==> src/rtl/driver_cfg_writer_if.sv <==
// driver_cfg_writer_if: valid/ready config-command bus feeding driver_cfg_writer
interface driver_cfg_writer_if #(parameter int MAL = 6);
  logic cmd_valid, cmd_ready;
  logic [1:0] cmd_op;
  logic [MAL-1:0] cmd_addr, cmd_row, cmd_col;
  logic [15:0] cmd_data;
  logic [2:0] cmd_mask;
  modport master (output cmd_valid, cmd_op, cmd_addr, cmd_row, cmd_col, cmd_data, cmd_mask, input cmd_ready);
  modport slave (input cmd_valid, cmd_op, cmd_addr, cmd_row, cmd_col, cmd_data, cmd_mask, output cmd_ready);
endinterface

==> src/rtl/driver_cfg_writer.sv <==
// driver_cfg_writer: buffers config commands and drives driver_core *_a inputs with setup/strobe/hold timing
module driver_cfg_writer #(
  parameter int MEM_ADDRESS_LENGTH = 6,
  parameter int SETUP_CYCLES = 4,
  parameter int STROBE_CYCLES = 4,
  parameter int HOLD_CYCLES = 4
) (
  input  logic clock,
  input  logic reset_n,
  driver_cfg_writer_if.slave cmd,
  input  logic estop,
  output logic busy,
  output logic [2:0] mask_select_a,
  output logic [MEM_ADDRESS_LENGTH-1:0] mem_address_a,
  output logic [MEM_ADDRESS_LENGTH-1:0] row_select_a,
  output logic [MEM_ADDRESS_LENGTH-1:0] col_select_a,
  output logic [MEM_ADDRESS_LENGTH-1:0] mem_sel_col_address_a,
  output logic [15:0] data_in_a,
  output logic row_col_select_a,
  output logic mem_write_n_a,
  output logic mem_dot_write_n_a,
  output logic mem_sel_write_n_a,
  output logic output_active_a,
  output logic inverter_select_a
);
  localparam int MAL = MEM_ADDRESS_LENGTH;
  localparam int W = 2 + 3 * MAL + 19;
  localparam int SM = SETUP_CYCLES > STROBE_CYCLES ? SETUP_CYCLES : STROBE_CYCLES;
  localparam int MX = SM > HOLD_CYCLES ? SM : HOLD_CYCLES;
  localparam int CW = $clog2(MX + 1);
  localparam logic [1:0] OP_MEM = 2'd0, OP_DOT = 2'd1, OP_SEL = 2'd2, OP_CTRL = 2'd3;
  typedef enum logic [1:0] {IDLE, SETUP, STROBE, HOLD} state_t;
  state_t state_q, state_d;
  logic [CW-1:0] cnt_q, cnt_d;
  logic [1:0] op_q, op_d, fcnt_q, fcnt_d;
  logic rd_q, rd_d, wr_q, wr_d;
  logic [W-1:0] buf_q [2];
  logic [W-1:0] buf_d [2];
  logic [2:0] mask_select_q, mask_select_d;
  logic [MAL-1:0] mem_address_q, mem_address_d, row_select_q, row_select_d;
  logic [MAL-1:0] col_select_q, col_select_d, mem_sel_col_address_q, mem_sel_col_address_d;
  logic [15:0] data_in_q, data_in_d;
  logic row_col_select_q, row_col_select_d, output_active_q, output_active_d;
  logic inverter_select_q, inverter_select_d;
  logic mem_write_n_q, mem_write_n_d, mem_dot_write_n_q, mem_dot_write_n_d;
  logic mem_sel_write_n_q, mem_sel_write_n_d;
  logic pop, push, ld_mem, ld_dot, ld_sel, ld_ctrl;
  logic [1:0] h_op;
  logic [MAL-1:0] h_addr, h_row, h_col;
  logic [15:0] h_data;
  logic [2:0] h_mask;
  assign pop = state_q == IDLE && fcnt_q != 2'd0 && !estop;
  // A full buffer still accepts when the head leaves in the same cycle
  assign cmd.cmd_ready = !estop && (fcnt_q != 2'd2 || pop);
  assign push = cmd.cmd_valid && cmd.cmd_ready;
  assign busy = state_q != IDLE || fcnt_q != 2'd0;
  assign {h_op, h_addr, h_row, h_col, h_data, h_mask} = buf_q[rd_q];
  assign ld_mem = pop && h_op == OP_MEM;
  assign ld_dot = pop && h_op == OP_DOT;
  assign ld_sel = pop && h_op == OP_SEL;
  assign ld_ctrl = pop && h_op == OP_CTRL;
  always_comb begin
    buf_d = buf_q;
    if (push) buf_d[wr_q] = {cmd.cmd_op, cmd.cmd_addr, cmd.cmd_row, cmd.cmd_col, cmd.cmd_data, cmd.cmd_mask};
    rd_d = rd_q ^ pop;
    wr_d = estop ? rd_q : wr_q ^ push;
    fcnt_d = estop ? 2'd0 : fcnt_q + {1'b0, push} - {1'b0, pop};
    state_d = state_q;
    cnt_d = cnt_q;
    op_d = pop ? h_op : op_q;
    unique case (state_q)
      IDLE: if (pop) begin
        state_d = SETUP;
        cnt_d = CW'(SETUP_CYCLES - 1);
      end
      SETUP: if (estop || (cnt_q == '0 && op_q == OP_CTRL)) begin
        state_d = HOLD;
        cnt_d = CW'(HOLD_CYCLES - 1);
      end else if (cnt_q == '0) begin
        state_d = STROBE;
        cnt_d = CW'(STROBE_CYCLES - 1);
      end else cnt_d = cnt_q - 1'b1;
      STROBE: if (estop || cnt_q == '0) begin
        state_d = HOLD;
        cnt_d = CW'(HOLD_CYCLES - 1);
      end else cnt_d = cnt_q - 1'b1;
      HOLD: if (cnt_q == '0) state_d = IDLE;
        else cnt_d = cnt_q - 1'b1;
    endcase
    mem_address_d = (ld_mem || ld_dot) ? h_addr : mem_address_q;
    data_in_d = ld_mem ? h_data : data_in_q;
    mask_select_d = ld_mem ? h_mask : mask_select_q;
    row_select_d = ld_dot ? h_row : row_select_q;
    col_select_d = ld_dot ? h_col : col_select_q;
    mem_sel_col_address_d = ld_sel ? h_addr : mem_sel_col_address_q;
    row_col_select_d = ld_sel ? h_data[0] : row_col_select_q;
    inverter_select_d = ld_ctrl ? h_data[1] : inverter_select_q;
    output_active_d = estop ? 1'b0 : ld_ctrl ? h_data[0] : output_active_q;
    mem_write_n_d = !(state_d == STROBE && op_d == OP_MEM);
    mem_dot_write_n_d = !(state_d == STROBE && op_d == OP_DOT);
    mem_sel_write_n_d = !(state_d == STROBE && op_d == OP_SEL);
  end
  always_ff @(posedge clock or negedge reset_n) begin
    if (!reset_n) begin
      state_q <= IDLE;
      cnt_q <= '0;
      op_q <= '0;
      fcnt_q <= '0;
      rd_q <= 1'b0;
      wr_q <= 1'b0;
      buf_q <= '{default: '0};
      mask_select_q <= '0;
      mem_address_q <= '0;
      row_select_q <= '0;
      col_select_q <= '0;
      mem_sel_col_address_q <= '0;
      data_in_q <= '0;
      row_col_select_q <= 1'b0;
      output_active_q <= 1'b0;
      inverter_select_q <= 1'b0;
      mem_write_n_q <= 1'b1;
      mem_dot_write_n_q <= 1'b1;
      mem_sel_write_n_q <= 1'b1;
    end else begin
      state_q <= state_d;
      cnt_q <= cnt_d;
      op_q <= op_d;
      fcnt_q <= fcnt_d;
      rd_q <= rd_d;
      wr_q <= wr_d;
      buf_q <= buf_d;
      mask_select_q <= mask_select_d;
      mem_address_q <= mem_address_d;
      row_select_q <= row_select_d;
      col_select_q <= col_select_d;
      mem_sel_col_address_q <= mem_sel_col_address_d;
      data_in_q <= data_in_d;
      row_col_select_q <= row_col_select_d;
      output_active_q <= output_active_d;
      inverter_select_q <= inverter_select_d;
      mem_write_n_q <= mem_write_n_d;
      mem_dot_write_n_q <= mem_dot_write_n_d;
      mem_sel_write_n_q <= mem_sel_write_n_d;
    end
  end
  assign mask_select_a = mask_select_q;
  assign mem_address_a = mem_address_q;
  assign row_select_a = row_select_q;
  assign col_select_a = col_select_q;
  assign mem_sel_col_address_a = mem_sel_col_address_q;
  assign data_in_a = data_in_q;
  assign row_col_select_a = row_col_select_q;
  assign output_active_a = output_active_q;
  assign inverter_select_a = inverter_select_q;
  assign mem_write_n_a = mem_write_n_q;
  assign mem_dot_write_n_a = mem_dot_write_n_q;
  assign mem_sel_write_n_a = mem_sel_write_n_q;
endmodule

==> src/flat_wrapper.sv <==
// flat-port wrapper written by rule: the top's interface ports become plain ports
module driver_cfg_writer_flat 
#(
  parameter int MEM_ADDRESS_LENGTH = 6,
  parameter int SETUP_CYCLES = 4,
  parameter int STROBE_CYCLES = 4,
  parameter int HOLD_CYCLES = 4
)
  (clock, reset_n, estop, busy, mask_select_a, mem_address_a, row_select_a, col_select_a, mem_sel_col_address_a, data_in_a, row_col_select_a, mem_write_n_a, mem_dot_write_n_a, mem_sel_write_n_a, output_active_a, inverter_select_a, cmd_cmd_valid, cmd_cmd_op, cmd_cmd_addr, cmd_cmd_row, cmd_cmd_col, cmd_cmd_data, cmd_cmd_mask, cmd_cmd_ready);
  driver_cfg_writer_if #(.MAL((6))) cmd_i ();
  input  logic clock;
  input  logic reset_n;
  input  logic estop;
  output logic busy;
  output logic [2:0] mask_select_a;
  output logic [MEM_ADDRESS_LENGTH-1:0] mem_address_a;
  output logic [MEM_ADDRESS_LENGTH-1:0] row_select_a;
  output logic [MEM_ADDRESS_LENGTH-1:0] col_select_a;
  output logic [MEM_ADDRESS_LENGTH-1:0] mem_sel_col_address_a;
  output logic [15:0] data_in_a;
  output logic row_col_select_a;
  output logic mem_write_n_a;
  output logic mem_dot_write_n_a;
  output logic mem_sel_write_n_a;
  output logic output_active_a;
  output logic inverter_select_a;
  input wire logic [$bits(cmd_i.cmd_valid)-1:0] cmd_cmd_valid;
  input wire logic [$bits(cmd_i.cmd_op)-1:0] cmd_cmd_op;
  input wire logic [$bits(cmd_i.cmd_addr)-1:0] cmd_cmd_addr;
  input wire logic [$bits(cmd_i.cmd_row)-1:0] cmd_cmd_row;
  input wire logic [$bits(cmd_i.cmd_col)-1:0] cmd_cmd_col;
  input wire logic [$bits(cmd_i.cmd_data)-1:0] cmd_cmd_data;
  input wire logic [$bits(cmd_i.cmd_mask)-1:0] cmd_cmd_mask;
  output wire logic [$bits(cmd_i.cmd_ready)-1:0] cmd_cmd_ready;
  assign cmd_i.cmd_valid = cmd_cmd_valid;
  assign cmd_i.cmd_op = cmd_cmd_op;
  assign cmd_i.cmd_addr = cmd_cmd_addr;
  assign cmd_i.cmd_row = cmd_cmd_row;
  assign cmd_i.cmd_col = cmd_cmd_col;
  assign cmd_i.cmd_data = cmd_cmd_data;
  assign cmd_i.cmd_mask = cmd_cmd_mask;
  assign cmd_cmd_ready = cmd_i.cmd_ready;
  driver_cfg_writer #(.MEM_ADDRESS_LENGTH(MEM_ADDRESS_LENGTH), .SETUP_CYCLES(SETUP_CYCLES), .STROBE_CYCLES(STROBE_CYCLES), .HOLD_CYCLES(HOLD_CYCLES)) u_core (.clock(clock), .reset_n(reset_n), .cmd(cmd_i), .estop(estop), .busy(busy), .mask_select_a(mask_select_a), .mem_address_a(mem_address_a), .row_select_a(row_select_a), .col_select_a(col_select_a), .mem_sel_col_address_a(mem_sel_col_address_a), .data_in_a(data_in_a), .row_col_select_a(row_col_select_a), .mem_write_n_a(mem_write_n_a), .mem_dot_write_n_a(mem_dot_write_n_a), .mem_sel_write_n_a(mem_sel_write_n_a), .output_active_a(output_active_a), .inverter_select_a(inverter_select_a));
endmodule
==> config.mk <==
export PLATFORM = sky130hd
export DESIGN_NAME = driver_cfg_writer_flat
export DESIGN_NICKNAME = d
export VERILOG_FILES = /design/src/rtl/driver_cfg_writer_if.sv /design/src/rtl/driver_cfg_writer.sv /design/src/flat_wrapper.sv
export SDC_FILE = /design/constraint.sdc
export NUM_CORES = 1
export LEC_CHECK = 0
export ABC_AREA = 1
export CORE_MARGIN = 2
export CORE_UTILIZATION = 30
export DETAILED_ROUTE_END_ITERATION = 10
export GPL_TIMING_DRIVEN = 0
export PLACE_DENSITY_LB_ADDON = 0.08
export SYNTH_ARGS = -nofsm -noshare
export SYNTH_HDL_FRONTEND = slang
export SYNTH_SLANG_ARGS = --single-unit
==> constraint.sdc <==
create_clock -name clock -period 4 [get_ports clock]
set_input_delay 0.8 -clock clock [delete_from_list [all_inputs] [get_ports clock]]
set_output_delay 0.8 -clock clock [all_outputs]
set_load 0.05 [all_outputs]
[Yosys cells after proc, flatten, opt, wreduce, memory -nomap -nowiden]
Cells that the tools add are included.
Word-level totals
  flip-flop bits (word level): 138
Cells by class
  $lt $le $gt $ge: 3
  equality and inequality tests: 13
  bitwise operators: 4
  mux-type cells: 23
  $add $sub $neg: 3
  reductions and logical operators: 30
Operators with widths (number)
  2-to-1 mux 39 bit: 4
  bitwise mux 78 bit: 1
  demux 39 bit (select 1 bit): 1
  2-to-1 mux 3 bit: 5
  == test 2 bit (second input constant): 7
  2-to-1 mux 2 bit: 7
  logical AND 1 bit: 13
  case mux 3 bit (4 select lines): 1
  case mux 2 bit (4 select lines): 1
  == test 2 x 1 -> 1 bit (second input constant): 3
  zero test 2 bit: 3
  nonzero test 2 bit: 3
  logical OR 1 bit: 5
  greater-or-equal comparator 2 bit (second input constant): 2
  zero test 1 bit: 4
  != test 2 bit (second input constant): 2
  inverter 1 -> 2 bit: 2
  zero test 3 bit: 1
  2-to-1 mux 1 bit: 3
  subtractor 3 x 1 -> 3 bit (second input constant): 1
  adder 2 x 1 -> 2 bit: 1
  < comparator 2 x 1 -> 1 bit (second input constant): 1
  != test 2 x 1 -> 1 bit (second input constant): 1
  AND reduction 2 bit: 1
  other kinds (2): 3

[Logic depth before layout (Yosys ltp)]
  depth in word-level cells: 9
  gate-level depth with buffers: 10
  depth with buffers taken out: 9

[Worst setup path after synthesis]
Ideal clock, no wire load.
  path type: input -> register
  start: in estop
  end: reg u_core.buf_q[39] in the netlist's numbering
  setup slack: 1075 ps
  stages on the path: 6
  buffers on the path: 2
  arrival: 2800 ps
  cell sequence: a31oi_1 and2_1 ha_1 clkbuf_1 buf_2 mux2_2
On the way
  word-level cells in the longest chain between the ends: 5
RTL lines
  start, declared: RTL line flat_wrapper.sv:13  | input logic estop;
  zero test 1 bit *: RTL line driver_cfg_writer.sv:52, driver_cfg_writer.sv:54
  logical AND 1 bit: RTL line driver_cfg_writer.sv:52  | assign pop = state_q == IDLE && fcnt_q != 2'd0 && !estop;
  logical OR 1 bit: RTL line driver_cfg_writer.sv:54  | assign cmd.cmd_ready = !estop && (fcnt_q != 2'd2 || pop);
  logical AND 1 bit *: RTL line driver_cfg_writer.sv:54
  logical AND 1 bit *: RTL line driver_cfg_writer.sv:55  | assign push = cmd.cmd_valid && cmd.cmd_ready;
  end signal, assigned: RTL line driver_cfg_writer.sv:131  | buf_q <= buf_d;
  end, declared: RTL line driver_cfg_writer.sv:37  | logic [W-1:0] buf_q [2];
Every way passes the cells marked *; elsewhere a longest branch is shown, timed or not.
A chain may end at the register's enable or synchronous reset.

[Worst setup path after layout]
  start: in estop
  end: out cmd_cmd_ready
On the way
  word-level cells in the longest chain between the ends: 4
RTL lines
  zero test 1 bit *: RTL line driver_cfg_writer.sv:52, driver_cfg_writer.sv:54
  logical AND 1 bit: RTL line driver_cfg_writer.sv:52
  logical OR 1 bit: RTL line driver_cfg_writer.sv:54
  logical AND 1 bit *: RTL line driver_cfg_writer.sv:54
  end, declared: RTL line flat_wrapper.sv:34  | output wire logic [$bits(cmd_i.cmd_ready)-1:0] cmd_cmd_ready;
Marks and branches as above.

==> results.cfg <==
[routing]
drc_errors = 0
vias = 4533
drtIter0Drc = 164
drt-pass1-iter-count = 5
ant_nets = 0
wirelength_mm = 15.10
wire_per_inst_um = 14.75
vias_per_cell = 4.427

[worst_hold_path]
min_path_type = input pin to async pin

[critical_path]
crit_slowest_cell = clkdlybuf4s50_1
cp_common_cell = clkdlybuf4s50_1
worst_ep_required_time_ps = 3200
cp-end-kind = primary output
r2r_end = u_core.buf_q[18]
max_stage_delay_ps = 860
cp.arrival_ps = 2490
critPathKind = input pin to primary output
r2r_start = u_core.state_q[0]
start_kind = input pin
reg2regPathDepth = 9
r2r_setup_slack_ps = 1520
cp_max_fo = 6
path_cells = clkdlybuf4s50_1, a31oi_1, clkdlybuf4s50_1

[yosys]
syn_nets = 677
yosysWarnings = 0
ys_types = 31
avgSynthCellArea_um2 = 9.657
ys_seq_area_share_pct = 57.00
ys_ff_latch = 138
syn_area_um2 = 6065
synthCells = 628

[pwr]
power_switching_mw = 2.162
swShare_pct = 37.08
power.leakage_nw = 3.710
combPwrFrac_pct = 35.2
internal-power_mw = 3.669
clock_power_share_pct = 28.1
pwr-share-seq_pct = 36.7
vdd_ir_drop_max_mv = 0.3525
power_density_nw_per_um2 = 731.1

[layout]
final_cell_mix = 193 x nand2_1, 135 x dfrtp_1, 93 x o21ai_0, 92 x clkdlybuf4s50_1, 55 x inv_1
final_nets = 790
layout_commonest_cell = nand2_1
diodes = 0
drive_gt1_share_pct = 17.37
fillCellCount = 2043
multiInputGateArea_um2 = 2192
regArea_um2 = 3457
area_growth_pct = 31.52

[floorplanning]
start_util_pct = 30.26
dieWidth_um = 146.2
num_rows = 52
dieArea_um2 = 21370
die_h_um = 146.2
core_area_um2 = 20040
top_level_ports = 94

[global_routing]
grt_busiest_layer = met2
gr-usage-met1_pct = 20.09
grt_usage_pct = 14.93
first_global_vias = 4680
use_met2_pct = 23.73
met3_usage_pct = 3.625
grt_remaining_overflow = 0
antenna_found_initial = 0
grt_pass1_wl_mm = 24.82
grt_max_degree = 96

[cts]
path_clk_slew_ps = 60
root_buffer = clkbuf_16
hold_buffers = 0
post_cts_resized = 0
cts.path.max_buffers = 2
clk_latency_ps = 410
post_cts_buffers = 0
clock_sinks = 138
cts_buffers = 17
cts_htree_levels = 4
cts_tree = built

[place]
io_buffers = 93
place_worst_setup_slack_ps = 702.1
dp_hpwl_mm = 10.43
place_congestion = 0.7326

[status]
status = complete, no violations

[timing]
fin_ws_ps = 705.1
tightestPinTransition_ps = 566.9
min_period_ps = 3295
finalSetupViolCount = 0
rsz0062_at_grt = no
hold_viol = 0
finClkSkew_ps = 8.824
fin_crit_sh_pct = 82.37
max_freq_mhz = 303.5
slew-limit-headroom_pct = 62.21
finalMaxSlewViolations = 0
timing.hold.ws_ps = 313.9

[job]
cap_violations = 0
[metal layers]
metal,up-vias,part of all wire (%),wire (µm)
met2,94,48,7192
met3,18,4.7,705
met5,-,0,0
li1,2229,-,-
met1,2192,46,7007
met4,0,1.3,194
[sequential cells by signal, indices dropped and copies added (netlist names), 2 cells and up]
register                      count
u_core.mem_address_a              6
u_core.mask_select_a              3
u_core.fcnt_q                     2
u_core.col_select_a               6
u_core.cnt_q                      3
u_core.row_select_a               6
u_core.mem_sel_col_address_a      6
u_core.data_in_a                 16
u_core.state_q                    2
u_core.op_q                       2
u_core.buf_q                     78
[worst max-delay path, delay by kind of cell]
family          cells  cell delay (ps)
buf+inv             2             1410
compound gates      1              290
[cells by family after synthesis]
group,Yosys count,share of synthesized area (%)
XOR/XNOR,3,0.4333
flip-flops,138,57.00
AND/OR/NAND/NOR,247,18.13
buffers and inverters,90,6.850
multiplexers,37,6.870
AO/OA/AOI/OAI,107,9.470
adder cells (fa/ha/maj),6,1.238
[through the flow]
stage | util [%] | std cells | instance area [µm²] | setup TNS, ps | total power, mW
6_report | 39.80 | 1024 | 7976 | 0 | 5.831
5_1_grt | 39.80 | 1024 | 7976 | 0 | 6.220
4_1_cts | 39.80 | 1024 | 7976 | 0 | 5.908
3_5_place_dp | 36.74 | 992 | 7362 | 0 | 4.241
3_3_place_gp | 36.59 | 991 | 7333 | -498960 | 4.187
2_1_floorplan | - | 628 | 6065 | 0 | 3.562
[Yosys cell counts (all sizes together)]
master,n,area share (%)
a21oi,1,0.082
a31oi,1,0.10
and2,1,0.10
buf,18,2.2
clkbuf,12,0.76
dfrtp,135,56
dfstp,3,1.3
ha,6,1.2
inv,60,3.8
mux2,37,6.9
nand2,210,14
nand3,19,2.0
nand4,2,0.21
nor2,15,1.7
o21ai,105,9.3
xnor2,1,0.14
xor2,2,0.29
[worst max path at each step]
stage                       start                endpoint  slack, ps
after floorplan             estop        u_core.buf_q[39]       1080
after global placement    reset_n  u_core.col_select_a[1]      -3670
after detailed placement    estop        u_core.buf_q[18]        700
after CTS                   estop           cmd_cmd_ready        690
after global routing        estop           cmd_cmd_ready        640
final                       estop           cmd_cmd_ready        710
[layout make-up]
| cell class | count | share of cell area (%) |
|---|---|---|
| Buffer | 30 | 2.290 |
| Sequential cell | 138 | 43.34 |
| Timing Repair Buffer | 94 | 12.03 |
| Tap cell | 270 | 4.235 |
| Clock buffer | 22 | 5.945 |
| Clock inverter | 10 | 1.757 |
| Inverter | 60 | 2.918 |
| Multi-Input combinational cell | 400 | 27.48 |
[power by group through the flow]
stage | Sequential (mW) | Clock [mW] | Combinational (mW)
after floorplan | 2.57 | 0 | 0.991
after global placement | 2.15 | 0 | 2.03
after detailed placement | 2.17 | 0 | 2.07
after CTS | 2.15 | 1.68 | 2.08
after global routing | 2.20 | 1.75 | 2.27
final | 2.14 | 1.64 | 2.05
Note: power is estimated with default switching activity, not from simulation.
